## config.mk

```make
export PLATFORM = sky130hd
export DESIGN_NAME = branch_predict_resolve
export DESIGN_NICKNAME = d
export VERILOG_FILES = /design/src/rtl/branch_predict_resolve.sv
export SDC_FILE = /design/constraint.sdc
export NUM_CORES = 1
export LEC_CHECK = 0
export CAP_MARGIN = 25
export CORE_MARGIN = 2
export CORE_UTILIZATION = 55
export CTS_CLUSTER_SIZE = 16
export DETAILED_ROUTE_END_ITERATION = 8
export PLACE_DENSITY_LB_ADDON = 0.12
export SLEW_MARGIN = 20
export SYNTH_ARGS = -nofsm -noshare
export SYNTH_HDL_FRONTEND = slang
export SYNTH_SLANG_ARGS = --single-unit
```

## constraint.sdc

```tcl
create_clock -name clk -period 5.45 [get_ports clk]
set_input_delay 0.545 -clock clk [delete_from_list [all_inputs] [get_ports clk]]
set_output_delay 0.545 -clock clk [all_outputs]
set_load 0.05 [all_outputs]
```

## src/rtl/branch_predict_resolve.sv

```systemverilog
// branch_predict_resolve
// Resolves conditional and unconditional branches in EX from the ALU flags,
// flags mispredictions against the direction chosen at fetch, and trains a
// table of 2-bit saturating counters that supplies the fetch-stage prediction.
// Two saturating performance counters track resolved branches and mispredictions.
//
// Ports
//   clk, rst_n            clock, synchronous active-low reset
//   if_pc / pred_taken    fetch lookup PC and predicted direction (table MSB)
//   ex_valid, ex_stall    EX instruction valid / EX held (no state update)
//   br_instr, func3       instruction class (11 B-type, 01 J-type, x0 other), condition
//   ex_pc, ex_pred_taken  EX PC (table update index) and prediction made at fetch
//   z, c, n, v            ALU flags of rs1-rs2 (c = 1 means no borrow)
//   cnt_clr               clears both performance counters
//   br_taken, mispredict  resolved direction and misprediction flag
//   br_cnt, mispred_cnt   resolved-branch and misprediction counts
module branch_predict_resolve #(
    parameter int XLEN     = 32,
    parameter int IDX_BITS = 6,
    parameter int CNT_W    = 32
) (
    input  logic             clk,
    input  logic             rst_n,
    input  logic [XLEN-1:0]  if_pc,
    output logic             pred_taken,
    input  logic             ex_valid,
    input  logic             ex_stall,
    input  logic [1:0]       br_instr,
    input  logic [2:0]       func3,
    input  logic [XLEN-1:0]  ex_pc,
    input  logic             ex_pred_taken,
    input  logic             z,
    input  logic             c,
    input  logic             n,
    input  logic             v,
    input  logic             cnt_clr,
    output logic             br_taken,
    output logic             mispredict,
    output logic [CNT_W-1:0] br_cnt,
    output logic [CNT_W-1:0] mispred_cnt
);

    localparam int ENTRIES = 1 << IDX_BITS;

    logic [1:0]          bht_q [ENTRIES];
    logic [1:0]          bht_d [ENTRIES];
    logic [CNT_W-1:0]    br_cnt_q, br_cnt_d;
    logic [CNT_W-1:0]    mispred_cnt_q, mispred_cnt_d;

    logic [IDX_BITS-1:0] if_idx;
    logic [IDX_BITS-1:0] ex_idx;
    logic                cond;
    logic                is_branch;
    logic                upd;
    logic [1:0]          entry;

    // Only the word-aligned index bits address the table.
    logic unused_pc_bits;
    assign unused_pc_bits = ^{if_pc[XLEN-1:IDX_BITS+2], if_pc[1:0],
                              ex_pc[XLEN-1:IDX_BITS+2], ex_pc[1:0]};

    assign if_idx = if_pc[IDX_BITS+1:2];
    assign ex_idx = ex_pc[IDX_BITS+1:2];

    // Reset table value is 01, so a lookup during reset reads as not-taken.
    assign pred_taken = rst_n & bht_q[if_idx][1];

    always_comb begin
        cond = 1'b0;
        unique case (func3)
            3'b000:  cond = z;
            3'b001:  cond = ~z;
            3'b100:  cond = n ^ v;
            3'b101:  cond = ~(n ^ v);
            3'b110:  cond = ~c;
            3'b111:  cond = c;
            default: cond = 1'b0;
        endcase
    end

    assign is_branch  = rst_n & ex_valid & br_instr[0];
    assign br_taken   = is_branch & (br_instr[1] ? cond : 1'b1);
    assign mispredict = is_branch & (br_taken != ex_pred_taken);
    assign upd        = is_branch & ~ex_stall;

    always_comb begin
        bht_d = bht_q;
        entry = bht_q[ex_idx];
        if (upd) begin
            if (br_taken && entry != 2'b11) begin
                bht_d[ex_idx] = entry + 2'd1;
            end else if (!br_taken && entry != 2'b00) begin
                bht_d[ex_idx] = entry - 2'd1;
            end
        end
    end

    // Clear wins over a same-cycle increment; both counters stick at all-ones.
    always_comb begin
        br_cnt_d      = br_cnt_q;
        mispred_cnt_d = mispred_cnt_q;
        if (cnt_clr) begin
            br_cnt_d      = '0;
            mispred_cnt_d = '0;
        end else if (upd) begin
            if (br_cnt_q != '1) begin
                br_cnt_d = br_cnt_q + {{(CNT_W-1){1'b0}}, 1'b1};
            end
            if (mispredict && mispred_cnt_q != '1) begin
                mispred_cnt_d = mispred_cnt_q + {{(CNT_W-1){1'b0}}, 1'b1};
            end
        end
    end

    always_ff @(posedge clk) begin
        if (!rst_n) begin
            for (int i = 0; i < ENTRIES; i++) begin
                bht_q[i] <= 2'b01;
            end
            br_cnt_q      <= '0;
            mispred_cnt_q <= '0;
        end else begin
            bht_q         <= bht_d;
            br_cnt_q      <= br_cnt_d;
            mispred_cnt_q <= mispred_cnt_d;
        end
    end

    assign br_cnt      = br_cnt_q;
    assign mispred_cnt = mispred_cnt_q;

endmodule

```

==> results.ini <==
[synthesis]
yosysWarnings = 0
ys_ff_latch = 192
ys.flop_type = dfxtp_1
syn_avg_cell_area_um2 = 8.800
postSynth.asyncResetShare_pct = 0
synth_edf_count = 0
yosysSeqAreaShare_pct = 36.19
synth_nets = 1290
syn-cell-area_um2 = 10620
synth_cells = 1207
ys_types = 68

[sta]
rsz0062_at_grt = no
fin_skew_ns = 0.009941
clock.fmax_ghz = 0.2238
hold_violations = 0
finalCriticalPeriod_ns = 4.468
timing.final.crit_share_pct = 81.98
whs_ns = 0.4723
setup_violations = 0
fin_ws_ns = 0.9820
setup_tns_ns = 0
max_slew.worst_pin.slew_ns = 1.129
relSlewSlack_pct = 24.45
drv_slew = 0

[critical_path]
critPathCaptureType = primary output
start_kind = input port
cp_max_fo = 12
critPathKind = in -> out
arrival_ns = 3.92
worstPathRequired_ns = 4.91

[drt]
via_per_inst = 6.350
drtIter0Drc = 785
vias = 9645
drtPass1Iterations = 5
drt-total-wl_um = 29670
drtAntennaViolNets = 0
wire_per_inst_um = 19.53
drcViolationCount = 0

[cts]
postCtsSetupBuffers = 0
htreeDepth = 4
cts_tree = done
ctsResizeCount = 0
cts_made_buffers = 17
cts_hold_buf = 0
insertion_delay_ns = 0.43
cts.clk_slew.worst_paths_ns = 0.06
clk_path_buf_depth = 2
cts-root-buf = clkbuf_16
numClockSinks = 192

[floorplan]
die-area_um2 = 20440
rows = 50
core_area_um2 = 18830
io_pins = 146
die_w_um = 143.0
fp.dieH_um = 143.0
start_util_pct = 56.41

[placed_design]
place_congestion = 0.8852
io_buffers = 93
place_ws_ns = 0.9927
hpwl_um = 18930

[power]
total_power_w = 0.002920
vdd_drop_max_v = 0.0002277
power_density_nw_per_um2 = 237.8
p_leak_nw = 4.246

[global_routing]
track_usage_pct = 29.25
grt_first_pass_wirelength_um = 47230
grt_max_degree = 67
overflow = 0
antenna_found_initial = 0
grt_pass1_vias = 9042

[hold_path]
min_path_type = reg -> reg

[cells_and_area]
final_layout_size_suffix_gt1_share_pct = 10.41
nets = 1330
nFillCells = 1607
fin_util_pct = 65.23
diodes = 0
area_delta_synth_final_pct = 15.64

[run]
max_cap_violations = 0

[status]
status = complete, no violations

==> worst paths after layout <==
kind              start    endpoint  slack, ns  depth (start not counted)
max            if_pc[3]  pred_taken       0.98                          9
max reg2reg   bht_q[65]   flip-flop       1.98                          9
min reg2reg  bht_q[117]  bht_q[117]       0.47                          2
min          bht_q[117]  bht_q[117]       0.47                          2
==> metal layers <==
metal  track usage [%]  routed length [µm]  up-vias
li1                  -                   -     4532
met1             38.38               12560     4600
met2             48.68               13820      443
met3             4.527                2340       70
met4             11.05                 956        0
met5                 0                   0        -
==> critical path, stage by stage <==
cell	delay [ns]
clkdlybuf4s50_1	0.99
buf_4	0.29
mux4_2	0.36
mux2_2	0.28
o311ai_0	0.28
a21oi_1	0.10
a22oi_1	0.14
o21ai_0	0.18
clkdlybuf4s50_1	0.75
==> stage by stage <==
step                instances  instance area (µm²)
finish                   1519                12280
global route             1519                12280
CTS                      1517                12250
detailed placement       1486                11660
global placement         1486                11660
floorplan                1207                10620
==> synth_stat cells, types with 7 or more instances <==
| library cell | count | area [µm²] |
|---|---|---|
| nand4_1 | 40 | 250.2 |
| nor4_1 | 12 | 75.07 |
| o31ai_1 | 34 | 255.2 |
| clkbuf_1 | 66 | 247.7 |
| dfxtp_1 | 192 | 3844 |
| nor2b_1 | 10 | 62.56 |
| mux2i_1 | 140 | 1401 |
| a31oi_1 | 9 | 56.30 |
| a21oi_1 | 44 | 220.2 |
| buf_2 | 23 | 115.1 |
| or3_1 | 58 | 362.9 |
| or4_1 | 7 | 52.55 |
| nor2_1 | 114 | 427.9 |
| and3_1 | 22 | 137.6 |
| mux2_2 | 8 | 90.09 |
| or2_2 | 13 | 81.33 |
| xor2_1 | 10 | 87.58 |
| a311oi_1 | 9 | 78.83 |
| nand3_1 | 66 | 330.3 |
| nand2b_1 | 8 | 50.05 |
| buf_1 | 7 | 26.28 |
| o21ai_0 | 27 | 135.1 |
| inv_1 | 12 | 45.04 |
| nor3_1 | 19 | 95.09 |
| xnor2_1 | 15 | 131.4 |
| nand2_1 | 114 | 427.9 |
| mux4_2 | 31 | 698.2 |
| o22ai_1 | 7 | 43.79 |
| and4_1 | 10 | 87.58 |
==> cell usage in the layout (no fill, tap or decap), types with 4 or more instances in the layout <==
master | netlist | layout
mux4_2 | 31 | 31
clkbuf_16 | 0 | 17
buf_2 | 23 | 4
nand4_1 | 40 | 40
and2_1 | 5 | 5
or3_1 | 58 | 58
mux2i_1 | 140 | 139
and4_1 | 10 | 10
buf_4 | 1 | 25
nand2_1 | 114 | 113
nor2_1 | 114 | 113
a221oi_1 | 4 | 4
mux2_2 | 8 | 8
clkbuf_8 | 0 | 4
or3b_2 | 4 | 4
inv_1 | 12 | 11
a31oi_1 | 9 | 9
nor2b_1 | 10 | 10
nand2b_1 | 8 | 7
o31ai_1 | 34 | 34
xnor2_1 | 15 | 15
nand3_1 | 66 | 66
o21ai_0 | 27 | 27
clkdlybuf4s50_1 | 0 | 89
a21oi_1 | 44 | 44
nor4_1 | 12 | 12
a311oi_1 | 9 | 9
o22ai_1 | 7 | 7
xor2_1 | 10 | 10
and3_1 | 22 | 22
or2_2 | 13 | 13
dfxtp_1 | 192 | 192
ha_1 | 4 | 4
nor3_1 | 19 | 19
a22oi_1 | 4 | 4
or4_1 | 7 | 7
nand3b_1 | 6 | 6
==> area by class of cell <==
cell class                 instances  area, µm²  share of cell area [%]
sequential                       192       3844                   31.29
multi-input combinational        902       6326                   51.50
tap                              260      325.3                   2.648
timing repair buffer             121       1146                   9.331
clock inverter                     8      105.1                  0.8557
clock buffer                      23      488.0                   3.973
inverter                          13      48.80                  0.3973
==> cells by family (layout without fill, tap and decap cells) <==
kind of cell               Yosys count  in the layout  share of synthesized area [%]
DFF                                192            192                          36.19
xor gates and xnor gates            26             26                          2.285
buffers and inverters              113            165                          4.453
adders and majority gates            4              4                         0.4712
muxes                              179            179                          20.61
AOI/OAI and AO/OA                  170            170                          10.72
and+or+nand+nor                    523            523                          25.27
==> power by group <==
group	total, W	internal (W)	switching (W)
Combinational	0.000246	0.0000703	0.000176
Clock	0.00127	0.000724	0.000546
Sequential	0.00140	0.00140	0.000000929
Total	0.00292	0.00220	0.000723
Note: power is estimated with default switching activity, not from simulation.
